$ cat src/rtl/spi_delay_capture.sv
// Deserializes frames from the variable-delay stage and measures the delay
// between the undelayed and delayed chip-select rising edges in clk cycles.
module spi_delay_capture #(
  parameter int W     = 16,
  parameter int CNT_W = 8
) (
  input  logic             clk,
  input  logic             rst,
  input  logic             ref_cs,
  input  logic             dly_cs,
  input  logic             dly_clk,
  input  logic             dly_data,
  output logic [W-1:0]     frame_data,
  output logic [CNT_W-1:0] frame_bits,
  output logic             frame_ovf,
  output logic             frame_valid,
  output logic [CNT_W-1:0] meas_delay,
  output logic             meas_timeout,
  output logic             meas_valid
);

  localparam logic [CNT_W-1:0] CNT_MAX = '1;
  localparam logic [CNT_W-1:0] CNT_ONE = CNT_W'(1);
  localparam logic [CNT_W-1:0] W_CNT   = CNT_W'(W);

  typedef enum logic {
    F_IDLE   = 1'b0,
    F_ACTIVE = 1'b1
  } frame_state_e;

  typedef enum logic {
    D_IDLE = 1'b0,
    D_MEAS = 1'b1
  } dly_state_e;

  // Previous-cycle samples for edge detection
  logic ref_cs_q,  ref_cs_d;
  logic dly_cs_q,  dly_cs_d;
  logic dly_clk_q, dly_clk_d;

  logic ref_rise;
  logic cs_rise;
  logic cs_fall;
  logic clk_rise;

  frame_state_e     frame_state_q, frame_state_d;
  logic [W-1:0]     shift_q,       shift_d;
  logic [CNT_W-1:0] bit_cnt_q,     bit_cnt_d;
  logic [W-1:0]     frame_data_q,  frame_data_d;
  logic [CNT_W-1:0] frame_bits_q,  frame_bits_d;
  logic             frame_ovf_q,   frame_ovf_d;
  logic             frame_valid_q, frame_valid_d;

  dly_state_e       dly_state_q,    dly_state_d;
  logic [CNT_W-1:0] dcnt_q,         dcnt_d;
  logic [CNT_W-1:0] dcnt_next;
  logic [CNT_W-1:0] meas_delay_q,   meas_delay_d;
  logic             meas_timeout_q, meas_timeout_d;
  logic             meas_valid_q,   meas_valid_d;

  always_comb begin
    ref_cs_d  = ref_cs;
    dly_cs_d  = dly_cs;
    dly_clk_d = dly_clk;
    ref_rise  = ref_cs  & ~ref_cs_q;
    cs_rise   = dly_cs  & ~dly_cs_q;
    cs_fall   = ~dly_cs &  dly_cs_q;
    clk_rise  = dly_clk & ~dly_clk_q;
  end

  // Frame FSM: a dly_clk rise on the opening edge is already bit 1, while
  // one on the closing edge is dropped.
  always_comb begin
    frame_state_d = frame_state_q;
    shift_d       = shift_q;
    bit_cnt_d     = bit_cnt_q;
    frame_data_d  = frame_data_q;
    frame_bits_d  = frame_bits_q;
    frame_ovf_d   = frame_ovf_q;
    frame_valid_d = 1'b0;
    case (frame_state_q)
      F_IDLE: begin
        if (cs_rise) begin
          frame_state_d = F_ACTIVE;
          if (clk_rise) begin
            shift_d   = {{(W-1){1'b0}}, dly_data};
            bit_cnt_d = CNT_ONE;
          end else begin
            shift_d   = '0;
            bit_cnt_d = '0;
          end
        end
      end
      F_ACTIVE: begin
        if (cs_fall) begin
          frame_state_d = F_IDLE;
          frame_data_d  = shift_q;
          frame_bits_d  = bit_cnt_q;
          frame_ovf_d   = (bit_cnt_q > W_CNT);
          frame_valid_d = 1'b1;
        end else if (clk_rise) begin
          shift_d = {shift_q[W-2:0], dly_data};
          if (bit_cnt_q != CNT_MAX) begin
            bit_cnt_d = bit_cnt_q + CNT_ONE;
          end
        end
      end
      default: frame_state_d = F_IDLE;
    endcase
  end

  // Delay FSM: dcnt_next is the number of edges since the ref_cs rise,
  // counting the current one.
  always_comb begin
    dly_state_d    = dly_state_q;
    dcnt_d         = dcnt_q;
    dcnt_next      = dcnt_q + CNT_ONE;
    meas_delay_d   = meas_delay_q;
    meas_timeout_d = meas_timeout_q;
    meas_valid_d   = 1'b0;
    case (dly_state_q)
      D_IDLE: begin
        if (ref_rise && cs_rise) begin
          meas_delay_d   = '0;
          meas_timeout_d = 1'b0;
          meas_valid_d   = 1'b1;
        end else if (ref_rise) begin
          dly_state_d = D_MEAS;
          dcnt_d      = '0;
        end
      end
      D_MEAS: begin
        if (cs_rise) begin
          dly_state_d    = D_IDLE;
          meas_delay_d   = dcnt_next;
          meas_timeout_d = 1'b0;
          meas_valid_d   = 1'b1;
        end else if (dcnt_next == CNT_MAX) begin
          dly_state_d    = D_IDLE;
          meas_delay_d   = CNT_MAX;
          meas_timeout_d = 1'b1;
          meas_valid_d   = 1'b1;
        end else begin
          dcnt_d = dcnt_next;
        end
      end
      default: dly_state_d = D_IDLE;
    endcase
  end

  always_ff @(posedge clk or posedge rst) begin
    if (rst) begin
      ref_cs_q       <= 1'b0;
      dly_cs_q       <= 1'b0;
      dly_clk_q      <= 1'b0;
      frame_state_q  <= F_IDLE;
      shift_q        <= '0;
      bit_cnt_q      <= '0;
      frame_data_q   <= '0;
      frame_bits_q   <= '0;
      frame_ovf_q    <= 1'b0;
      frame_valid_q  <= 1'b0;
      dly_state_q    <= D_IDLE;
      dcnt_q         <= '0;
      meas_delay_q   <= '0;
      meas_timeout_q <= 1'b0;
      meas_valid_q   <= 1'b0;
    end else begin
      ref_cs_q       <= ref_cs_d;
      dly_cs_q       <= dly_cs_d;
      dly_clk_q      <= dly_clk_d;
      frame_state_q  <= frame_state_d;
      shift_q        <= shift_d;
      bit_cnt_q      <= bit_cnt_d;
      frame_data_q   <= frame_data_d;
      frame_bits_q   <= frame_bits_d;
      frame_ovf_q    <= frame_ovf_d;
      frame_valid_q  <= frame_valid_d;
      dly_state_q    <= dly_state_d;
      dcnt_q         <= dcnt_d;
      meas_delay_q   <= meas_delay_d;
      meas_timeout_q <= meas_timeout_d;
      meas_valid_q   <= meas_valid_d;
    end
  end

  assign frame_data   = frame_data_q;
  assign frame_bits   = frame_bits_q;
  assign frame_ovf    = frame_ovf_q;
  assign frame_valid  = frame_valid_q;
  assign meas_delay   = meas_delay_q;
  assign meas_timeout = meas_timeout_q;
  assign meas_valid   = meas_valid_q;

endmodule

$ cat config.mk
export PLATFORM = sky130hd
export DESIGN_NAME = spi_delay_capture
export DESIGN_NICKNAME = d
export VERILOG_FILES = /design/src/rtl/spi_delay_capture.sv
export SDC_FILE = /design/constraint.sdc
export NUM_CORES = 1
export LEC_CHECK = 0
export CORE_MARGIN = 8
export CORE_UTILIZATION = 50
export CTS_CLUSTER_SIZE = 24
export DETAILED_ROUTE_END_ITERATION = 10
export MAX_ROUTING_LAYER = met4
export PLACE_DENSITY_LB_ADDON = 0.08
export SYNTH_ARGS = -nofsm -noshare
export SYNTH_HDL_FRONTEND = slang
export SYNTH_SLANG_ARGS = --single-unit
$ cat constraint.sdc
create_clock -name clk -period 5.3 [get_ports clk]
set_input_delay 0.53 -clock clk [delete_from_list [all_inputs] [get_ports clk]]
set_output_delay 0.53 -clock clk [all_outputs]
set_load 0.03 [all_outputs]
==> reports/metrics.cfg <==
[sta]
setup_violations = 0
tightestPinTransition_ns = 0.983
tns_ns = 0
hold_ws_ns = 0.478
final_max_slew_viol_count = 0
fin_crit_sh = 0.495
fmax_ghz = 0.381
finalClockSkew_ns = 0.00894
grt_setup_unrepaired = no
hold_viol_final = 0
max_slew_margin = 0.345
period_minus_slack_ns = 2.62

[flow_run]
cap_violations = 0

[final_layout]
fin_util = 0.612
nNetsFinal = 380
multi_input_area_um2 = 1250
syn2layout_area_growth_pct = 19.8
final_cell_mix = 95 x nand2_1, 73 x dfrtp_1, 41 x clkdlybuf4s50_1, 31 x o21ai_0, 15 x inv_1
instances_no_fill = 452
drive_gt1_frac = 0.0773
mostFrequentLayoutCell = nand2_1
antennaDiodeCount = 0
seqCellArea_um2 = 1830
fill_cells = 539

[place]
io_buffer_count = 41
routabilityCongestion = 0.834
place_inst = 436
dpl.hpwl_mm = 4.31

[yosys]
synth-seq-cells = 73
synth_nets = 341
ys_seq_area_frac = 0.570
yosys.area.top_type = dfrtp_1
synth_area_leaders = dfrtp_1 57%, nand2_1 11%, o21ai_0 4.8%
ys_types = 45
async_reset_ff_frac = 1.00
synth_edf_count = 0
synth.top_cell.area_share = 0.570
syn_area_um2 = 3210
syn_area_per_cell_um2 = 9.69
ys_warn_count = 0
ys.flop_type = dfrtp_1
netlist_instances = 331

[clock_network]
cts_tree = done
htreeDepth = 3
cts_resized = 0
post_cts_buffers = 0
ctsLongestPathBuffers = 2
clock_latency_ns = 0.34
root_buffer = clkbuf_8
cts.sinks = 73
path_clk_slew_ns = 0.08
numCtsBuffers = 9
cts_hold_buffers = 0

[route]
ant_nets = 0
viasPerCell = 5.31
wirelength_mm = 6.44
dr.pass1.iters = 4
num_vias = 2400
drc_errors = 0
wl_per_cell_um = 14.2
drtIter0Drc = 127

[die]
design.die.area_um2 = 9230
die_h_um = 96.1
initial_core_util = 0.511
coreArea_um2 = 6280
die_x_um = 96.1
io_pins = 42
row_count = 29

[power]
vdd_drop_max_mv = 0.264
powerDensity_nw_per_um2 = 368
power_mw = 1.41
total_leakage_power_nw = 1.78

[grt]
grt_overflow = 0
grt_usage = 0.161
antenna_found_initial = 0
grt_max_degree = 74
grt_pass1_wl_mm = 11.3
first_global_vias = 2411

[min_path]
holdCritPathClass = reg -> reg

[setup_path]
cp-start-kind = flop
cp_slowest_stage_delay_ns = 0.82
cp_slowest_cell = and2_1
crit_chain = inv_1, o211ai_1, and2_1, nor4b_1, o22a_1
worstPathRequired_ns = 5.53
critPathMaxFanout = 35
crit_arrival_ns = 2.86
worst-setup-path-type = reg -> reg
path_delay_family = simple AND/OR/NAND/NOR gates
crit_path_end_kind = flop
worstPathBufferInverterCount = 1

[run_status]
outcome = finished, final reports clean

sequential cells by signal, indices dropped and copies added (netlist names):
name / flops
dly_clk_q: 1
ref_cs_q: 1
meas_valid: 1
dly_state_q: 1
meas_delay: 8
frame_ovf: 1
frame_data: 16
bit_cnt_q: 8
dcnt_q: 8
frame_valid: 1
frame_state_q: 1
dly_cs_q: 1
shift_q: 16
meas_timeout: 1
frame_bits: 8
kinds of logic (layout without fill, tap and decap cells):
logic type                 Yosys count  after routing  share of synthesized area
AOI/OAI and AO/OA                   68             68                      0.140
xor gates and xnor gates             5              5                     0.0137
and+or+nand+nor                    140            140                      0.190
buffers and inverters               32             76                     0.0410
muxes                                9              9                     0.0304
DFF                                 73             73                      0.570
adders and majority gates            4              4                     0.0156
through the flow:
| step | area, um^2 | setup slack (ns) |
|---|---|---|
| final | 3840 | 2.68 |
| after global routing | 3840 | 2.35 |
| after CTS | 3840 | 2.66 |
| after detailed placement | 3660 | 2.61 |
| after global placement | 3660 | 2.68 |
| after floorplan | 3210 | 2.92 |
synth_stat cells (3+ instances only):
library cell  instances
mux2i_1               3
a21oi_1               9
nor2_1               11
clkbuf_1             11
nor3_1                7
o21ai_0              31
buf_2                 3
nor2b_1               4
a32o_1                4
nand2b_1              3
dfrtp_1              73
xnor2_1               4
o31ai_1               3
nand3b_1              3
ha_1                  4
nand2_1              95
inv_1                16
mux2_2                6
nand3_1               6
a211o_1               3
final timing paths:
path	start	end	slack (ns)	cells after the start
setup / recovery	frame_state_q$_DFF_PP0_	bit_cnt_q[6]$_DFFE_PP0P_	2.68	5
hold reg to reg	frame_data[5]$_DFFE_PP0P_	frame_data[5]$_DFFE_PP0P_	0.48	2
hold / removal	frame_data[5]$_DFFE_PP0P_	frame_data[5]$_DFFE_PP0P_	0.48	2
setup reg to reg	frame_state_q$_DFF_PP0_	bit_cnt_q[6]$_DFFE_PP0P_	2.68	5
min in group asynchronous	rst	frame_data[4]$_DFFE_PP0P_	0.78	3
max in group asynchronous	rst	bit_cnt_q[2]$_DFFE_PP0P_	3.96	3
cell type report:
class,count,share of cell area
flip-flops and latches,73,0.476
multi-input cells,226,0.325
repair buffers,43,0.111
clock buffers,10,0.0358
well taps,77,0.0251
inverters,17,0.0166
clock inverters,6,0.0111
worst register-to-register path: stages, from the launching register on:
cell	delay, ns
dfrtp_1	0.81
inv_1	0.23
o211ai_1	0.30
and2_1	0.82
nor4b_1	0.14
o22a_1	0.21
layer usage:
metal  GRT usage  part of all wire
met1       0.211              0.49
met2       0.233              0.45
met3      0.0304             0.050
met4      0.0845             0.016
met5           -                 0
power breakdown:
group	internal, mW	switching (mW)	leakage, nW
Sequential	0.624	0.0709	0.983
Clock	0.183	0.212	0.0887
Combinational	0.134	0.191	0.713
Total	0.941	0.474	1.78
Note: power is estimated with default switching activity, not from simulation.
